### config.mk
export PLATFORM = sky130hd
export DESIGN_NAME = rr_mux_arbiter
export DESIGN_NICKNAME = d
export VERILOG_FILES = /design/src/rtl/arb_pkg.sv /design/src/rtl/rr_mux_arbiter_mux.sv /design/src/rtl/rr_mux_arbiter.sv
export SDC_FILE = /design/constraint.sdc
export NUM_CORES = 1
export LEC_CHECK = 0
export CORE_ASPECT_RATIO = 1.25
export CORE_MARGIN = 1.5
export CORE_UTILIZATION = 40
export DETAILED_ROUTE_END_ITERATION = 12
export GPL_TIMING_DRIVEN = 0
export PLACE_DENSITY_LB_ADDON = 0.1
export SYNTH_ARGS = -nofsm -noshare
export SYNTH_HDL_FRONTEND = slang
export SYNTH_SLANG_ARGS = --single-unit
### constraint.sdc
create_clock -name clk_i -period 3.08 [get_ports clk_i]
set_clock_uncertainty 0.15 [all_clocks]
set_input_delay 0.308 -clock clk_i [delete_from_list [all_inputs] [get_ports clk_i]]
set_output_delay 0.308 -clock clk_i [all_outputs]
set_load 0.005 [all_outputs]
### src/rtl/arb_pkg.sv
// rtl/arb_pkg.sv - shared types and round-robin pick function for the mux arbiter
package arb_pkg;

  localparam int unsigned MAX_N = 256;

  typedef enum logic {
    ARB_IDLE_RR = 1'b0,
    ARB_LOCKED  = 1'b1
  } arb_state_e;

  typedef struct packed {
    logic        found;
    logic [31:0] idx;
  } pick_t;

  // First valid index at or after ptr wins; otherwise the lowest valid index below ptr.
  function automatic pick_t rr_pick(input logic [MAX_N-1:0] valid,
                                    input int unsigned      ptr,
                                    input int unsigned      n);
    pick_t lo;
    pick_t hi;
    lo = '0;
    hi = '0;
    for (int k = MAX_N - 1; k >= 0; k--) begin
      if (k < int'(n) && valid[k]) begin
        if (k >= int'(ptr)) begin
          hi.found = 1'b1;
          hi.idx   = 32'(k);
        end else begin
          lo.found = 1'b1;
          lo.idx   = 32'(k);
        end
      end
    end
    return hi.found ? hi : lo;
  endfunction

endpackage

### src/rtl/rr_mux_arbiter_mux.sv
// rtl/rr_mux_arbiter_mux.sv - parameterized N-to-1 data mux
module rr_mux_arbiter_mux #(
  parameter int BitWidth = 8,
  parameter int N        = 4,
  parameter int SelWidth = $clog2(N)
) (
  input  logic [BitWidth-1:0] data_i [N-1:0],
  input  logic [SelWidth-1:0] sel_i,
  output logic [BitWidth-1:0] data_o
);

  always_comb begin
    data_o = '0;
    for (int k = 0; k < N; k++) begin
      if (sel_i == SelWidth'(k)) data_o = data_i[k];
    end
  end

endmodule

### src/rtl/rr_mux_arbiter.sv
// rtl/rr_mux_arbiter.sv - round-robin arbiter with packet lock driving a shared mux
// into a single registered output slot.
module rr_mux_arbiter
  import arb_pkg::*;
#(
  parameter  int BitWidth = 8,
  parameter  int N        = 4,
  localparam int SelWidth = $clog2(N)
) (
  input  logic                clk_i,
  input  logic                rst_ni,
  input  logic [N-1:0]        req_valid_i,
  input  logic [N-1:0]        req_last_i,
  input  logic [BitWidth-1:0] req_data_i [N-1:0],
  output logic [N-1:0]        req_ready_o,
  output logic                out_valid_o,
  input  logic                out_ready_i,
  output logic [BitWidth-1:0] out_data_o,
  output logic                out_last_o,
  output logic [SelWidth-1:0] out_sel_o
);

  if (N < 2 || N > 256) begin : g_bad_n
    $error("rr_mux_arbiter: N must be in 2..256");
  end

  arb_state_e          state_q, state_d;
  logic [SelWidth-1:0] ptr_q, ptr_d;
  logic [SelWidth-1:0] lk_q, lk_d;
  logic [SelWidth-1:0] g;
  logic                load;
  logic                gnt_valid;
  logic                accept;
  logic                g_last;
  logic [BitWidth-1:0] g_data;
  pick_t               pick;

  assign load   = !out_valid_o || out_ready_i;
  assign g_last = req_last_i[g];

  always_comb begin
    pick = rr_pick(MAX_N'(req_valid_i), 32'(ptr_q), 32'(N));
  end

  // Grant/ready: a locked packet owns the mux even while its valid is low.
  always_comb begin
    g           = '0;
    gnt_valid   = 1'b0;
    req_ready_o = '0;
    if (state_q == ARB_LOCKED) begin
      g         = lk_q;
      gnt_valid = req_valid_i[lk_q];
    end else begin
      g         = SelWidth'(pick.idx);
      gnt_valid = pick.found;
    end
    accept = rst_ni && load && gnt_valid;
    if (accept) req_ready_o[g] = 1'b1;
  end

  always_comb begin
    state_d = state_q;
    ptr_d   = ptr_q;
    lk_d    = lk_q;
    if (accept) begin
      if (g_last) begin
        state_d = ARB_IDLE_RR;
        ptr_d   = (g == SelWidth'(N - 1)) ? '0 : g + 1'b1;
      end else begin
        state_d = ARB_LOCKED;
        lk_d    = g;
      end
    end
  end

  rr_mux_arbiter_mux #(
    .BitWidth (BitWidth),
    .N        (N),
    .SelWidth (SelWidth)
  ) u_mux (
    .data_i (req_data_i),
    .sel_i  (g),
    .data_o (g_data)
  );

  always_ff @(posedge clk_i or negedge rst_ni) begin
    if (!rst_ni) begin
      state_q     <= ARB_IDLE_RR;
      ptr_q       <= '0;
      lk_q        <= '0;
      out_valid_o <= 1'b0;
      out_data_o  <= '0;
      out_last_o  <= 1'b0;
      out_sel_o   <= '0;
    end else begin
      state_q <= state_d;
      ptr_q   <= ptr_d;
      lk_q    <= lk_d;
      if (load) begin
        out_valid_o <= accept;
        if (accept) begin
          out_data_o <= g_data;
          out_last_o <= g_last;
          out_sel_o  <= g;
        end
      end
    end
  end

endmodule

**After elaboration in Yosys (flattened, before gate mapping)**

Cells that the tools add are included.

- Add/subtract/negate cells: 1
- Multipliers: 0
- Divide/modulo/power cells: 0
- $lt $le $gt $ge: 6
- Eq/ne operators: 3
- Shift-type cells: 0
- Muxes and demuxes: 29
- Bitwise operators: 1
- Reduce and logical (&&, ||, !) cells: 9

Operator list:

| operator | count |
|---|---|
| 33-bit 2-to-1 mux | 14 |
| 8-bit 2-to-1 mux | 4 |
| 2-bit by 3-bit < comparator with 1-bit output (second input constant) | 2 |
| 2-bit AND reduction | 3 |
| 1-bit 2-to-1 mux | 5 |
| 1-bit binary-select mux with 2-bit select | 2 |
| 2-bit == test (second input constant) | 2 |
| 1-bit by 2-bit greater-or-equal comparator with 1-bit output (first input constant) | 2 |
| 2-bit 2-to-1 mux | 2 |
| 4-bit 2-to-1 mux | 1 |
| 1-bit logical AND | 3 |
| 2-bit by 1-bit adder with 2-bit output (second input constant) | 1 |
| 1-bit demux with 2-bit select | 1 |
| 2-bit by 1-bit == test with 1-bit output (second input constant) | 1 |
| 2-bit by 1-bit greater-or-equal comparator with 1-bit output (second input constant) | 1 |
| 2-bit greater-or-equal comparator (first input constant) | 1 |
| 2-bit logical NOT | 1 |
| 1-bit logical NOT | 1 |
| 1-bit logical OR | 1 |
| 1-bit NOT | 1 |

- Flip-flop bits (word level): 17
- Latch bits: 0
- Bits in writable memories: 0
- ROM bits: 0
- Input bits: 43
- Output and inout bits: 16
- Logic and storage cells: 56
- Memories kept: 0

**Logic depth before layout (Yosys ltp)**

Gate-level depths: netlist of the first run.

- Depth in word-level cells: 14
- Gate-level depth with buffers: 13
- Gate-level depth less buffers: 10

**Cells and area by module**

A second synthesis of the first run with hierarchy kept.

- Cell total of the unflattened synthesis: 93
- Area total of the unflattened synthesis: 1161.1 µm²

Modules (own cells, without submodules):

| module | times used | cells an instance | area each (µm²) | sequential area each (µm²) |
|---|---|---|---|---|
| rr_mux_arbiter | 1 | 83 | 964.7 | 425.4 |
| rr_mux_arbiter_mux | 1 | 10 | 196.4 | 0.0 |

**Worst setup path before layout of the first run**

OpenSTA, ideal clock, no wires.

- Path type: register to register
- Start: reg ptr_q[1]
- End: reg out_data_o[6]
- Data arrival time: 2.188 ns
- Path slack: 0.608 ns
- Cell stages (with the launch flop): 12
- Buffers on the path: 2
- Clock period less this slack: 2.472 ns
- Cell sequence: dfrtp_1 nor2b_1 a221oi_1 a22o_1 ha_1 clkbuf_1 nor2b_1 clkbuf_1 a221oi_1 nor3_1 a21oi_1 o21ai_0

- Longest elaborated chain between the ends: 14

Ends and longest elaborated chain:

| item | RTL line | text |
|---|---|---|
| from (decl) | rr_mux_arbiter.sv:28 | `logic [SelWidth-1:0] ptr_q, ptr_d;` |
| from (signal assigned) | rr_mux_arbiter.sv:97 | `ptr_q <= ptr_d;` |
| 2-bit greater-or-equal comparator | arb_pkg.sv:26 | `if (k >= int'(ptr)) begin` |
| 33-bit 2-to-1 mux | arb_pkg.sv:26 |  |
| 33-bit 2-to-1 mux | arb_pkg.sv:25 | `if (k < int'(n) && valid[k]) begin` |
| 33-bit 2-to-1 mux | arb_pkg.sv:26 |  |
| 33-bit 2-to-1 mux | arb_pkg.sv:25 |  |
| 33-bit 2-to-1 mux | arb_pkg.sv:26 |  |
| 33-bit 2-to-1 mux | arb_pkg.sv:25 |  |
| 33-bit 2-to-1 mux (*) | arb_pkg.sv:35 | `return hi.found ? hi : lo;` |
| 2-bit 2-to-1 mux (*) | rr_mux_arbiter.sv:50 | `if (state_q == ARB_LOCKED) begin` |
| net g[0] | rr_mux_arbiter.sv:30 | `logic [SelWidth-1:0] g;` |
| 2-bit logical NOT | rr_mux_arbiter_mux.sv:15 | `if (sel_i == SelWidth'(k)) data_o = data_i[k];` |
| 8-bit 2-to-1 mux (3 in a row) | rr_mux_arbiter_mux.sv:15 |  |
| 8-bit 2-to-1 mux (*) | rr_mux_arbiter_mux.sv:15 |  |
| to (signal assigned) | rr_mux_arbiter.sv:102 | `out_data_o <= g_data;` |
| to (decl) | rr_mux_arbiter.sv:18 | `output logic [BitWidth-1:0] out_data_o,` |

The timed path passes the listed nets; every way through them passes the cells marked *.
A chain may end at the register's enable or synchronous reset.

**Worst setup path in the final report of the first run**

- Start: reg ptr_q[1]
- End: out req_ready_o[2]

- Longest elaborated chain between the ends: 14

Ends and longest elaborated chain:

| item | RTL line | text |
|---|---|---|
| 2-bit greater-or-equal comparator | arb_pkg.sv:26 |  |
| 33-bit 2-to-1 mux | arb_pkg.sv:26 |  |
| 33-bit 2-to-1 mux | arb_pkg.sv:25 |  |
| 33-bit 2-to-1 mux | arb_pkg.sv:26 |  |
| 33-bit 2-to-1 mux | arb_pkg.sv:25 |  |
| 33-bit 2-to-1 mux | arb_pkg.sv:26 |  |
| 33-bit 2-to-1 mux | arb_pkg.sv:25 |  |
| 33-bit 2-to-1 mux (*) | arb_pkg.sv:35 |  |
| 2-bit 2-to-1 mux (*) | rr_mux_arbiter.sv:50 |  |
| net g[0] | rr_mux_arbiter.sv:30 |  |
| 2-bit by 3-bit < comparator with 1-bit output (not written as such) or 2-bit by 1-bit greater-or-equal comparator with 1-bit output (tied branches) | rr_mux_arbiter.sv:58 | `if (accept) req_ready_o[g] = 1'b1;` |
| 1-bit logical AND (not written as such) | rr_mux_arbiter.sv:58 |  |
| 1-bit 2-to-1 mux (not written as such) | rr_mux_arbiter.sv:58 |  |
| 1-bit demux with 2-bit select (*) | rr_mux_arbiter.sv:58 |  |
| 4-bit 2-to-1 mux (*) | rr_mux_arbiter.sv:58 |  |
| to (decl) | rr_mux_arbiter.sv:15 | `output logic [N-1:0] req_ready_o,` |

Marked as above.

==> results of run 1 <==
[registers in the layout, indices dropped and copies added, names as in the netlist]
signal       count
out_valid_o      1
state_q          1
ptr_q            2
out_data_o       8
lk_q             2
out_sel_o        2
out_last_o       1
[layer usage]
layer	part of all wire [%]	global-route usage, %	up-vias
met3	6.3	5.924	5
met4	1.1	5.921	0
met2	52	38.46	43
met1	40	23.19	553
met5	0	0	-
li1	-	-	596
[layout by cell type, fill, tap and decap left out, types with 4 or more instances in the layout]
cell type        Yosys  layout
a21oi_1             11      11
a221oi_1             9       8
and2_1               4       4
clkbuf_4             0       5
clkdlybuf4s50_1      0      53
dfrtp_1             17      16
dlymetal6s2s_1       0       4
mux2i_1              4       4
nand2_1             15      15
nor2b_1             10      10
nor3_1               8       8
o21ai_0             13      13
[final cells by class]
type / count / area (um2) / area share (%)
sequential: 17 / 426.7 / 22.26
multi-input combinational: 101 / 743.2 / 38.77
buffer: 7 / 52.55 / 2.742
clock buffer: 3 / 22.52 / 1.175
inverter: 3 / 13.76 / 0.7180
timing repair buffer: 61 / 610.6 / 31.85
tap: 34 / 42.54 / 2.219
clock inverter: 1 / 5.005 / 0.2611
[worst max-delay path, stage by stage, from the launching register on]
cell and delay (ns):
dfrtp_2 0.46, nand2b_1 0.17, a21o_1 0.19, a22o_2 0.28
inv_4 0.11, ha_4 0.17, clkbuf_4 0.20, and2_1 0.13
clkdlybuf4s50_1 0.50
[synthesized netlist by cell type]
cell      count
a211o_1       1
a211o_2       1
a211oi_2      1
a21o_1        2
a21oi_1      11
a221oi_1      9
a22o_1        1
a22oi_4       1
and2_1        4
buf_6         1
buf_8         1
clkbuf_1      7
dfrtp_1      17
ha_1          4
inv_1         3
mux2_1        1
mux2_2        1
mux2_4        3
mux2i_1       4
nand2_1      15
nand2b_1      3
nor2_1        1
nor2_2        2
nor2b_1      10
nor3_1        8
o211ai_1      1
o21a_1        1
o21ai_0      13
o22ai_1       1
o311a_1       1
or4_1         1
[worst max-delay path by stage]
stage	end	depth (start not counted)	slack [ns]	startpoint
global route	req_ready_o[2]	8	-0.006	ptr_q[1]
global placement	req_ready_o[3]	9	-0.35	req_valid_i[3]
finish	req_ready_o[2]	8	0.12	ptr_q[1]
CTS	req_ready_o[3]	7	-0.04	ptr_q[1]
detailed placement	req_ready_o[3]	9	-0.40	req_valid_i[3]
floorplan	out_data_o[6]	11	0.61	ptr_q[1]
[metrics by stage]
stage | setup TNS [ns] | instances
6_report | 0 | 227
5_1_grt | -0.01180 | 227
4_1_cts | -0.07736 | 224
3_5_place_dp | -3.063 | 222
3_3_place_gp | -2.182 | 222
2_1_floorplan | 0 | 130
[report_power, final]
group          total [mW]  internal (mW)  switching [mW]
clock               0.121         0.0483          0.0723
sequential          0.403          0.328          0.0748
combinational        1.27          0.675           0.596
[cells by family (layout without fill, tap and decap cells)]
logic type / after synthesis / count (layout) / synth area share, %
muxes: 9 / 9 / 9.120
adders and majority gates: 4 / 4 / 4.242
buffers and inverters: 12 / 75 / 5.408
and+or+nand+nor: 44 / 44 / 19.19
DFF: 17 / 17 / 36.06
AOI/OAI and AO/OA: 44 / 44 / 25.98
[timing repair]
action,CTS,global route
hold buffers,0,1
buffers inserted,0,2
gates resized for setup,9,15
hold endpoints to repair,0,17
setup endpoints to repair,4,5
pin swaps,0,2
==> impl_metrics.py, run 1 <==
metrics = {
    "critical_path": {
        "worst-r2r-cell-count": 12,
        "endpoint_kind": "output port",
        "startpoint_type": "register",
        "worstSetupPathType": "reg -> out",
        "r2r_slack_ns": 0.39,
        "crit_path_max_fanout": 10,
        "arrival_ns": 2.50,
        "required_ns": 2.62,
        "timing.rr.end": "out_data_o[0]",
        "rr_startpoint": "ptr_q[0]",
    },
    "status": {
        "status": "finished clean",
    },
    "clocking": {
        "clockRootBuffer": "clkbuf_4",
        "cts_tree": "done",
        "cts.sinks": 17,
        "clk_latency_ns": 0.29,
        "clk_pin_slew_ns": 0.10,
        "cts-buffers-inserted": 3,
        "htreeDepth": 1,
        "clk_path_buf_depth": 2,
    },
    "finish": {
        "syn2layout_area_growth_pct": 62.46,
        "final_layout_size_suffix_gt1_share_pct": 13.99,
        "final_nets": 241,
        "finish.utilization_pct": 70.15,
        "diodes": 0,
        "post-route-cell-area_mm2": 0.001917,
        "num-fill-cells": 234,
    },
    "floorplan": {
        "die_area_mm2": 0.003286,
        "die_h_um": 63.72,
        "fp.dieW_um": 51.58,
        "core_mm2": 0.002733,
        "pin_count": 59,
        "num_rows": 21,
        "initial_core_util_pct": 43.18,
    },
    "worst_hold_path": {
        "hold_start": "out_data_o[5]",
        "worst_hold_path.num_cells": 2,
        "hold_end": "out_data_o[5]",
        "min_path_type": "reg -> reg",
    },
    "logic_synthesis": {
        "ys_ff_latch": 17,
        "syn_nets": 177,
        "yosysTopAreaCell": "dfrtp_1",
        "synth_warnings": 0,
        "netlist_area_mm2": 0.001180,
        "postSynthCellCount": 130,
        "avgSynthCellArea_um2": 9.076,
        "ys_top_cells_by_area": "dfrtp_1 36%, a221oi_1 6.7%, o21ai_0 5.5%",
        "synth_top_area_share_pct": 36.06,
        "ys_types": 31,
        "synth_seq_area_share_pct": 36.06,
    },
    "timing": {
        "slew_violations": 0,
        "fin_ws_ns": 0.1186,
        "tightestPinTransition_ns": 0.7945,
        "finalHoldViolations": 0,
        "fin_crit_sh_pct": 96.15,
        "period_minus_slack_ns": 2.961,
        "finalSetupViolCount": 0,
        "hold_slack_ns": 0.3432,
        "max_freq_mhz": 337.7,
        "relSlewSlack_pct": 46.86,
    },
    "grt": {
        "overflow": 0,
        "antenna_found_initial": 0,
        "grt_pass1_vias": 1220,
        "grt_max_degree": 19,
        "grt_usage_pct": 21.13,
        "grt_pass1_wl_um": 5237,
    },
    "pwr": {
        "p_per_area_mw_per_mm2": 936.2,
        "irDropWorstVdd_v": 0.0005345,
        "leakage_nw": 0.8359,
        "total_power_mw": 1.795,
    },
    "place": {
        "place_area_mm2": 0.001803,
        "globalplace.congestion": 0.7834,
        "dp_hpwl_um": 2492,
        "post-place-ws_ns": -0.4037,
        "port_buffers": 58,
    },
    "detailed_routing": {
        "drc": 0,
        "drt_iter0_markers": 4,
        "vias": 1197,
        "detailedRoute.firstPassIterationCount": 4,
        "viasPerCell": 5.273,
        "final_antenna_net_count": 0,
        "wl_um": 3219,
        "wire_per_inst_um": 14.18,
    },
    "run": {
        "drv_cap": 0,
    },
}
No activity file was read; power rests on OpenSTA's default activity.
==> run 2: changes to the inputs <==
--- a/config.mk
+++ b/config.mk
@@ -5,10 +5,12 @@
 export SDC_FILE = /design/constraint.sdc
 export NUM_CORES = 1
 export LEC_CHECK = 0
+export CAP_MARGIN = 20
 export CORE_ASPECT_RATIO = 1.25
 export CORE_MARGIN = 1.5
 export CORE_UTILIZATION = 40
 export DETAILED_ROUTE_END_ITERATION = 12
+export GPL_ROUTABILITY_DRIVEN = 1
 export GPL_TIMING_DRIVEN = 0
 export PLACE_DENSITY_LB_ADDON = 0.1
 export SYNTH_ARGS = -nofsm -noshare
==> results of run 2 <==
Same layout as run 1: the final DEF is identical, and so are final timing and power.
==> run 3: changes to the inputs <==
--- a/config.mk
+++ b/config.mk
@@ -5,10 +5,11 @@
 export SDC_FILE = /design/constraint.sdc
 export NUM_CORES = 1
 export LEC_CHECK = 0
+export ABC_AREA = 1
 export CAP_MARGIN = 20
 export CORE_ASPECT_RATIO = 1.25
 export CORE_MARGIN = 1.5
-export CORE_UTILIZATION = 40
+export CORE_UTILIZATION = 42
 export DETAILED_ROUTE_END_ITERATION = 12
 export GPL_ROUTABILITY_DRIVEN = 1
 export GPL_TIMING_DRIVEN = 0
==> run 3 against run 2 <==
Against the previous run:
- combinational power is essentially flat
- core utilization fell by 2.5 points
- synthesized area increased by 15%
- sequential share of layout area fell by 1.2 points
- final area is 5.9% higher
- first-iteration DRC count grew to 4.8 times the previous value
- non-clock buffer count fell by 6
==> impl_metrics.py, run 3 <==
metrics = {
    "grt": {
        "grt_max_degree": 19,
        "antenna_found_initial": 0,
        "grt_pass1_wl_um": 5513,
        "overflow": 0,
        "met2_usage_pct": 39.18,
        "busiest_layer": "met2",
        "grtUsageMet1_pct": 22.30,
        "grt_usage_pct": 20.49,
        "grt_use_met3_pct": 4.933,
        "grt_pass1_vias": 1373,
    },
    "floorplan": {
        "pin_count": 59,
        "die_h_um": 66.60,
        "fp.dieW_um": 53.88,
        "die_area_mm2": 0.003588,
        "num_rows": 22,
        "initial_core_util_pct": 45.29,
        "core_mm2": 0.003000,
    },
    "detailed_routing": {
        "wl_um": 3216,
        "wire_per_inst_um": 11.57,
        "vias": 1364,
        "detailedRoute.firstPassIterationCount": 4,
        "drt_iter0_markers": 19,
        "viasPerCell": 4.906,
        "drc": 0,
        "final_antenna_net_count": 0,
    },
    "logic_synthesis": {
        "yosys.area_share.simple_pct": 36.56,
        "postSynthCellCount": 182,
        "synthTopCellsByCount": "41 x nand2_1, 18 x o21ai_0, 17 x dfrtp_1, 17 x nand3_1",
        "ys_top_cells_by_area": "dfrtp_1 31%, nand2_1 11%, o21ai_0 6.6%",
        "syn_nets": 229,
        "synth_most_common_cell": "nand2_1",
        "ys_async_sr_fraction_pct": 100.0,
        "synth_edf_count": 0,
        "synthXorXnorAreaFrac_pct": 0,
        "avgSynthCellArea_um2": 7.466,
        "yosysTopAreaCell": "dfrtp_1",
        "ys_types": 28,
        "synthMuxAreaShare_pct": 0,
        "synth_top_family_by_area": "simple AND/OR/NAND/NOR gates",
        "ys_ff_latch": 17,
        "synth_seq_area_share_pct": 31.31,
        "synthFlopType": "dfrtp_1",
        "synth_compound_area_share_pct": 19.34,
        "synthAdderAreaFrac_pct": 3.683,
        "netlist_area_mm2": 0.001359,
        "synth_warnings": 0,
        "synth_top_area_share_pct": 31.31,
    },
    "clocking": {
        "clk_latency_ns": 0.29,
        "clockRootBuffer": "clkbuf_4",
        "cts.sinks": 17,
        "clk_path_buf_depth": 2,
        "cts_tree": "done",
        "clk_pin_slew_ns": 0.10,
        "post_cts_buffers": 0,
        "htreeDepth": 1,
        "cts-buffers-inserted": 3,
    },
    "critical_path": {
        "startpoint_type": "input port",
        "arrival_ns": 2.47,
        "crit_path_max_fanout": 9,
        "worst-r2r-cell-count": 16,
        "worstSetupPathType": "in -> out",
        "endpoint_kind": "output port",
        "required_ns": 2.62,
        "r2r_slack_ns": 0.67,
    },
    "finish": {
        "post-route-cell-area_mm2": 0.002031,
        "seq_area_um2": 426.7,
        "final_nets": 290,
        "syn2layout_area_growth_pct": 49.45,
        "stdcell_count": 278,
        "multi_input_area_um2": 824.5,
        "final_cell_mix": "56 x clkdlybuf4s50_1, 41 x nand2_1, 18 x o21ai_0",
        "largest_register": "out_data_o",
        "final_layout_size_suffix_gt1_share_pct": 22.31,
        "final_common_cell": "clkdlybuf4s50_1",
        "largest_reg_flops": 8,
        "num-fill-cells": 285,
        "diodes": 0,
    },
    "place": {
        "placed_cells": 276,
        "port_buffers": 58,
        "place_area_mm2": 0.001984,
        "dp_hpwl_um": 2617,
        "globalplace.congestion": 0.8349,
    },
    "run": {
        "drv_cap": 0,
    },
    "timing": {
        "max_freq_mhz": 342.1,
        "tightestPinTransition_ns": 0.7444,
        "relSlewSlack_pct": 50.21,
        "finalHoldViolations": 0,
        "finalSetupViolCount": 0,
        "fin_crit_sh_pct": 94.92,
        "rsz0062_at_grt": "true",
        "period_minus_slack_ns": 2.923,
        "slew_violations": 0,
    },
    "pwr": {
        "irDropWorstVdd_v": 0.0006737,
        "total_power_mw": 1.768,
        "leakage_nw": 0.9312,
        "p_per_area_mw_per_mm2": 870.6,
    },
    "worst_hold_path": {
        "worst_hold_path.num_cells": 2,
        "min_path_type": "reg -> reg",
    },
    "status": {
        "status": "finished clean",
    },
}
run 3: cell count changes after synthesis, sizes merged, moves of 6 or more:
cell,change
nand3,+24
inv,+13
nor2,+6
nor3,-8
nand2,+42
a221oi,-9
nor2b,-10
o21ai,+18
run 3: path summary, 6_finish.rpt:
kind	startpoint	endpoint
worst max-delay path	req_valid_i[0]	req_ready_o[2]
worst min-delay path	out_data_o[2]	out_data_o[2]
worst max register to register	ptr_q[1]	out_data_o[0]
worst min register to register	out_data_o[2]	out_data_o[2]
max in group asynchronous	rst_ni	ptr_q[1]
min in group asynchronous	rst_ni	out_sel_o[0]
run 3: cell type report:
class	count	share of cell area, %
tap	36	2.218
clock inverter	1	0.2465
clock buffer	3	1.109
multi-input combinational	140	40.60
buffer	3	1.356
timing repair buffer	59	28.96
sequential	17	21.01
inverter	19	4.498
run 3: repair_timing:
action                                  CTS  global route
endpoints found under the setup margin    4             4
gates resized for setup                   3             8
endpoints found under the hold margin     0            17
hold buffers                              0             1
run 3: cells by family (layout without fill, tap and decap cells):
family / after synthesis / in the layout
AND/OR/NAND/NOR: 92 / 92
AO/OA/AOI/OAI: 44 / 44
buffers and inverters: 25 / 85
flip-flops: 17 / 17
adder cells (fa/ha/maj): 4 / 4
run 3: report_power, final:
group	switching, mW	internal (mW)
Clock	0.0701	0.0482
Combinational	0.697	0.546
Sequential	0.0809	0.326
run 3: through the flow:
stage,util [%],worst slack [ns],TNS (ns),hold WS [ns]
finish,67.68,0.1566,0,0.3356
global placement,66.14,-0.2129,-0.6647,0.3147
detailed placement,66.14,-0.2156,-0.7161,0.3184
global route,67.68,-0.03050,-0.03050,0.3547
CTS,66.89,-0.003127,-0.003127,0.05392
floorplan,-,0.8222,0,-0.1376
run 3: critical path, stage by stage:
cell	delay [ns]
clkdlybuf4s50_1	0.55
nand3_2	0.11
nand2_2	0.10
nor2_4	0.04
nand2_2	0.07
nand2_4	0.07
nand2_4	0.13
clkinvlp_4	0.18
ha_4	0.23
inv_1	0.17
nor2_1	0.07
clkdlybuf4s50_1	0.44
run 3: per-layer routing:
metal | vias to the layer above | share of wire, %
met5 | - | 0
li1 | 726 | -
met3 | 2 | 5.8
met4 | 0 | 0.25
met1 | 597 | 41
met2 | 39 | 53
